$ cat src/rtl/key_expand_seq.sv
// key_expand_seq: streaming AES key schedule generator (FIPS-197 KeyExpansion).
// Emits w[0..LAST] one word per handshake while holding only the last Nk words.
// Ports:
//   clk, rst_n      - rising-edge clock, asynchronous active-low reset
//   start, key_in   - request expansion of key_in (w[0] in the top 32 bits), taken in IDLE only
//   w_valid/w_ready - valid/ready handshake for the schedule word
//   w_out, w_idx    - schedule word w[w_idx]
//   busy, done      - run in progress; one-cycle pulse after the final word is accepted
//   sub_in, sub_out - word sent to an external combinational SubWord unit and its result
module key_expand_seq #(
    parameter int KEY_BITS = 128
) (
    input  logic                clk,
    input  logic                rst_n,
    input  logic                start,
    input  logic [KEY_BITS-1:0] key_in,
    output logic                w_valid,
    input  logic                w_ready,
    output logic [31:0]         w_out,
    output logic [5:0]          w_idx,
    output logic                busy,
    output logic                done,
    output logic [31:0]         sub_in,
    input  logic [31:0]         sub_out
);
    localparam int NK = KEY_BITS / 32;
    localparam int NR = NK + 6;
    localparam int LAST = 4 * (NR + 1) - 1;
    localparam logic [5:0] LAST_IDX = 6'(LAST);
    localparam logic [2:0] NK_M1 = 3'(NK - 1);

    if (KEY_BITS != 128 && KEY_BITS != 192 && KEY_BITS != 256) begin : g_bad_key_bits
        $error("key_expand_seq: KEY_BITS must be 128, 192 or 256");
    end

    typedef enum logic [1:0] {IDLE, KEYOUT, GEN} state_t;

    state_t              state_q, state_d;
    // win_q[NK-1] is the oldest word w[i-Nk], win_q[0] the newest w[i-1]
    logic [NK-1:0][31:0] win_q, win_d;
    logic [5:0]          idx_q, idx_d;
    // pos_q tracks i mod Nk without a divider
    logic [2:0]          pos_q, pos_d;
    logic [7:0]          rcon_q, rcon_d;
    logic                done_q, done_d;
    logic [31:0]         oldest, newest, temp;
    logic                is_rot, is_sub, hs;

    always_comb begin
        oldest  = win_q[NK-1];
        newest  = win_q[0];
        is_rot  = pos_q == 3'd0;
        is_sub  = (NK == 8) && (pos_q == 3'd4);
        sub_in  = is_rot ? {newest[23:0], newest[31:24]} : newest;
        temp    = is_rot ? (sub_out ^ {rcon_q, 24'h0}) : is_sub ? sub_out : newest;
        w_valid = state_q != IDLE;
        w_out   = (state_q == GEN) ? (oldest ^ temp) : (state_q == KEYOUT) ? oldest : 32'h0;
        hs      = w_valid & w_ready;
    end

    assign busy  = w_valid;
    assign done  = done_q;
    assign w_idx = idx_q;

    always_comb begin
        state_d = state_q;
        win_d   = win_q;
        idx_d   = idx_q;
        pos_d   = pos_q;
        rcon_d  = rcon_q;
        done_d  = 1'b0;
        case (state_q)
            IDLE: begin
                if (start) begin
                    state_d = KEYOUT;
                    win_d   = key_in;
                    idx_d   = 6'd0;
                    pos_d   = 3'd0;
                    rcon_d  = 8'h01;
                end
            end
            default: begin
                if (hs) begin
                    // During KEYOUT the window rotates, so after Nk words it again holds w[0..Nk-1]
                    win_d = {win_q[NK-2:0], w_out};
                    idx_d = idx_q + 6'd1;
                    pos_d = (pos_q == NK_M1) ? 3'd0 : pos_q + 3'd1;
                    if (state_q == KEYOUT && pos_q == NK_M1)
                        state_d = GEN;
                    if (state_q == GEN && is_rot)
                        rcon_d = {rcon_q[6:0], 1'b0} ^ (rcon_q[7] ? 8'h1b : 8'h00);
                    if (state_q == GEN && idx_q == LAST_IDX) begin
                        state_d = IDLE;
                        idx_d   = 6'd0;
                        done_d  = 1'b1;
                    end
                end
            end
        endcase
    end

    always_ff @(posedge clk or negedge rst_n) begin
        if (!rst_n) begin
            state_q <= IDLE;
            win_q   <= '0;
            idx_q   <= 6'd0;
            pos_q   <= 3'd0;
            rcon_q  <= 8'h01;
            done_q  <= 1'b0;
        end else begin
            state_q <= state_d;
            win_q   <= win_d;
            idx_q   <= idx_d;
            pos_q   <= pos_d;
            rcon_q  <= rcon_d;
            done_q  <= done_d;
        end
    end
endmodule

$ cat config.mk
export PLATFORM = sky130hd
export DESIGN_NAME = key_expand_seq
export DESIGN_NICKNAME = d
export VERILOG_FILES = /design/src/rtl/key_expand_seq.sv
export SDC_FILE = /design/constraint.sdc
export NUM_CORES = 1
export LEC_CHECK = 0
export CAP_MARGIN = 20
export CORE_MARGIN = 1.5
export CORE_UTILIZATION = 25
export CTS_BUF_LIST = sky130_fd_sc_hd__clkbuf_16
export CTS_CLUSTER_SIZE = 16
export DETAILED_ROUTE_END_ITERATION = 10
export PLACE_DENSITY = 0.56
export SLEW_MARGIN = 0
export SYNTH_ARGS = -nofsm -noshare
export SYNTH_HDL_FRONTEND = slang
export SYNTH_SLANG_ARGS = --single-unit
$ cat constraint.sdc
create_clock -name clk -period 4.3 [get_ports clk]
set_input_delay 0.43 -clock clk [delete_from_list [all_inputs] [get_ports clk]]
set_output_delay 0.43 -clock clk [all_outputs]
set_load 0.005 [all_outputs]
## Yosys cells after proc, flatten, opt, wreduce, memory -nomap -nowiden

Index checks and enable logic that the tools add are counted.

- Register bits: 148

- $add $sub $neg: 2
- Equal/unequal tests: 5
- Muxes and demuxes: 28
- Bitwise gates (word level): 4
- Reductions and logical operators: 12

Operators with widths:

| kind | number |
|---|---|
| $mux 128 | 3 |
| $mux 32 | 4 |
| $xor 32x32->32 | 2 |
| $mux 8 | 4 |
| $mux 6 | 4 |
| $mux 3 | 4 |
| $mux 2 | 5 |
| $xor 8x5->8 | 1 |
| $add 6x1->6 const B | 1 |
| $eq 6x6->1 const B | 1 |
| $reduce_and 3->1 | 2 |
| $reduce_bool 2->1 | 3 |
| $mux 5 | 1 |
| $add 3x1->3 const B | 1 |
| $eq 3x2->1 const B | 1 |
| $logic_and 1x1->1 | 3 |
| $logic_not 3->1 | 1 |
| $mux 1 | 3 |
| $reduce_bool 3->1 | 1 |
| $eq 2x1->1 const B | 1 |
| $eq 2x2->1 const B | 1 |
| $logic_not 2->1 | 1 |
| $ne 2x2->1 const B | 1 |
| $reduce_and 2->1 | 1 |
| $and 1x1->1 | 1 |

## Longest topological paths before layout

- Depth in word-level cells: 6
- Mapped depth: 8
- Depth with buffers taken out: 6

## Worst setup path before layout

No wires, ideal clock.

- Path type: register to output
- Start point: reg pos_q[0]
- End point: out w_out[31]
- Data arrival time: 1.616 ns
- Data required time: 3.870 ns
- Path slack: 2.254 ns
- Stages on the path, launching flop included: 9
- Cell sequence: dfrtp_1 inv_1 ha_1 nor2b_2 buf_6 buf_4 mux2i_1 mux2i_1 nand2_1

- Longest elaborated chain between the ends: 4

Ends and longest elaborated chain:

| element | line | RTL |
|---|---|---|
| start: declaration | 43 | `logic [2:0] pos_q, pos_d;` |
| start signal: assignment | 114 | `pos_q <= pos_d;` |
| $logic_not 3->1 | 52 | `is_rot = pos_q == 3'd0;` |
| $mux 32 | 55 | `temp = is_rot ? (sub_out ^ {rcon_q, 24'h0}) : is_sub ? sub_out : newest;` |
| $xor 32x32->32 | 57 | `w_out = (state_q == GEN) ? (oldest ^ temp) : (state_q == KEYOUT) ? oldest : 32'h0;` |
| $mux 32 | 57 |  |
| end: declaration | 19 | `output logic [31:0] w_out,` |

Every way passes these cells.

## Worst setup path after layout

- Start point: reg state_q[1]
- End point: out w_out[27]

- Longest elaborated chain between the ends: 3
- Elaborated cells between the ends (all ways): 4

Ends and longest elaborated chain:

| element | line | RTL |
|---|---|---|
| start: declaration | 38 | `state_t state_q, state_d;` |
| start signal: assignment | 111 | `state_q <= state_d;` |
| $eq 2x1->1 | 57 |  |
| $mux 32 | 57 |  |
| $mux 32 (*) | 57 |  |

Every way passes the cells marked *; elsewhere a longest branch is shown, timed or not.

==> summary.txt <==
Placement
  • Number of port buffers: 236
  • DPL Wire Length: about 22 mm
  • Routability congestion estimate: just under 0.8
  • Setup WS pre-CTS: ~1300 ps

Layout
  • Share of cells above drive strength 1: 4.37%
  • Final nets: between 1000 and 1500
  • Most common cell after layout, fill and taps aside: nand2_1
  • Fill cells: between 3000 and 4000
  • Antenna cells: 0
  • Most frequent cells in the layout: nand2_1, clkdlybuf4s50_1, dfrtp_1
  • Area grow syn2layout: 39.5%

Worst hold path
  • Worst Hold Depth: 2
  • Hold path start: rcon_q[0]
  • Hold WC Path Type: register to register
  • Hold EP: rcon_q[0]

Clock tree
  • CTS H-tree lvls: 4
  • CTS resizes: 0
  • Root buffer cell: clkbuf_16
  • Clock transition at path regs: roughly 70 ps
  • Clk sinks: 148
  • CTS tree: done
  • Worst-skew pair later-pin latency: between 400 and 500 ps
  • Setup Buffers After CTS: 0
  • CTS Buf Count: 17
  • CTS max path bufs: 2

Die
  • Die ar.: 34200 sq um
  • Num rows: 66
  • Die W: roughly 190 um
  • Initial Util: between 20% and 30%
  • Core Region: 32500 sq um
  • IO Count: between 200 and 250
  • Die height: approximately 190 um

Synthesis
  • Mapped cell area: around 8300 sq um
  • Avg Cell Area, Syn: approximately 7.8 sq um
  • Syn Inst Count: 1055
  • Seq cells post-synth: 148
  • Count of different cell masters after synthesis: 41
  • Sequential area share after synthesis: approximately 45%
  • Post-Syn Nets: around 1200
  • Ys Warns: 0

Detailed routing
  • Post-route ant nets: 0
  • Initial DRT Pass Iterations: 5
  • Post-DR wirelength/cell: between 15 and 20 um
  • Post-route DRC violation count: 0
  • Routed wire length: 30.0 mm
  • Via count: 8112
  • Iteration-0 DRC Markers: 540
  • Vias per cell: 4.77

Setup path
  • Worst setup SP type: register
  • Worst Path Arrival: a little over 3000 ps
  • Setup CP Type: register to output port
  • Flop-to-flop setup slack: 1300 ps
  • Critical path fanouts, max: 16
  • R2R cell count: 5
  • Critical Path End Type: output port
  • Critical R2R Launch: state_q[1]
  • R2R Path End: win_q[86]
  • CP required: between 3000 and 4000 ps

Timing
  • Setup tns final: 0 ps
  • Min Tclk post-route: between 3000 and 4000 ps
  • Worst slew pin tran: about 1100 ps
  • Fin crit share: around four fifths
  • Slew Limit Fails: 0
  • RSZ-0062 raised after global routing: false
  • F_max: 286 MHz
  • Final worst setup slack: ~800 ps
  • Max Clock Skew: ~11 ps
  • Setup violations, final: 0
  • Slew margin rel.: between 20% and 30%
  • Hold Vio Cnt, Final: 0

GRT
  • GRT Residual Overflow: 0
  • GRT Util Overall: between 10% and 20%
  • Largest net degree at the start of global routing: 112
  • Initial antenna violation count: 1
  • First-pass GRT wire length: roughly 46 mm
  • Number of global-route vias before repair: 7941

Power and ir drop
  • Peak supply drop: roughly 0.29 mV
  • Psw: 3750 uW
  • Pint: about 5000 uW
  • Pwr per Cell Area: about 770 nW/um^2
  • Lkg Pwr: between 0.004 and 0.005 uW
  • Clk pwr share: between 15 and 20%
  • Combinational Power Share: 52.4%
  • Flop pwr share: between 30% and 40%
  • Switching Fraction: roughly 42%

Job
  • Max cap viols: 0

Outcome
  • Status: finished clean
routing by layer:
layer	vias up	GRT usage (%)	part of all wire (%)
met1	3827	23.7	45
li1	3975	-	-
met2	277	28.8	47
met4	2	5.72	2.3
met5	-	0	0.043
met3	31	3.17	5.9
worst max path at each step:
stage                            to  depth (start not counted)        from
after floorplan           w_out[31]                          8    pos_q[0]
after global placement    sub_in[7]                          6    pos_q[0]
after detailed placement  w_out[27]                          6  state_q[1]
after CTS                 w_out[27]                          6  state_q[1]
after global routing      w_out[27]                          6  state_q[1]
final                     w_out[27]                          6  state_q[1]
power by group through the flow:
| stage | Combinational, uW | Clock, uW | Sequential (uW) |
|---|---|---|---|
| floorplan | 2740 | 0 | 2470 |
| global placement | 4560 | 0 | 2780 |
| detailed placement | 4660 | 0 | 2800 |
| CTS | 4690 | 1480 | 2780 |
| global route | 5150 | 1540 | 2890 |
| finish | 4630 | 1440 | 2770 |
logic make-up (layout without fill, tap and decap cells):
kind of cell	after synthesis	after routing	share of synthesized area [%]
AOI/OAI and AO/OA	230	230	16.7
xor gates and xnor gates	14	14	1.48
adders and majority gates	3	3	0.453
buffers and inverters	90	294	5.51
DFF	148	148	44.7
muxes	37	37	4.47
and+or+nand+nor	533	533	26.7
area by class of cell:
cell class	count	area (sq um)	area share, %
repair buffers	252	2530	21.9
flip-flops and latches	148	3700	32.1
well taps	442	553	4.79
clock buffers	17	425	3.68
multi-input cells	817	4170	36.1
clock inverters	15	131	1.14
inverters	10	40.0	0.347
per-stage QoR:
| stage | instance area, sq um | std cells | util, % | hold slack (ps) | total power [uW] |
|---|---|---|---|---|---|
| global route | 11600 | 1701 | 35.5 | 547 | 9580 |
| floorplan | 8280 | 1055 | - | 134 | 5210 |
| CTS | 11600 | 1701 | 35.5 | 506 | 8940 |
| finish | 11600 | 1701 | 35.5 | 506 | 8840 |
| global placement | 11000 | 1667 | 33.7 | 444 | 7340 |
| detailed placement | 11000 | 1668 | 33.8 | 440 | 7460 |
cell usage after synthesis (all sizes together):
library cell | count | area share [%]
xor2 | 6 | 0.63
a21oi | 10 | 0.60
a31o | 1 | 0.11
nand4 | 2 | 0.15
a31oi | 146 | 11
or3b | 1 | 0.14
and2b | 1 | 0.091
o211ai | 1 | 0.091
mux2i | 37 | 4.5
and2 | 29 | 2.2
a32oi | 6 | 0.63
clkbuf | 33 | 1.5
nor2 | 134 | 6.1
a21o | 2 | 0.18
nand2b | 4 | 0.30
nand3b | 3 | 0.27
dfrtp | 147 | 44
nor2b | 3 | 0.26
o21ai | 59 | 3.6
o21a | 1 | 0.091
nand2 | 322 | 15
inv | 10 | 0.45
or3 | 24 | 1.8
nand4b | 1 | 0.11
xnor2 | 8 | 0.85
a22o | 1 | 0.11
nor4bb | 1 | 0.12
buf | 47 | 3.6
ha | 3 | 0.45
o31ai | 3 | 0.27
nand3 | 7 | 0.42
dfstp | 1 | 0.32
nor4 | 1 | 0.076
worst max-delay path: stages (launching register included):
cell	delay, ps
dfrtp_1	720
and2b_1	640
buf_4	380
and2_1	170
mux2i_1	80
nand2_1	120
clkdlybuf4s50_1	510
state kept, by name, indices dropped and copies added (netlist names):
| name | flops |
|---|---|
| done | 1 |
| newest | 32 |
| oldest | 32 |
| pos_q | 3 |
| rcon_q | 8 |
| state_q | 2 |
| w_idx | 6 |
| win_q | 64 |
repair_timing:
item | CTS | global route
endpoints found under the hold margin | 29 | 0
setup endpoints to repair | 0 | 0
hold buffers | 1 | 0
Power figures use the tool's default switching activity.
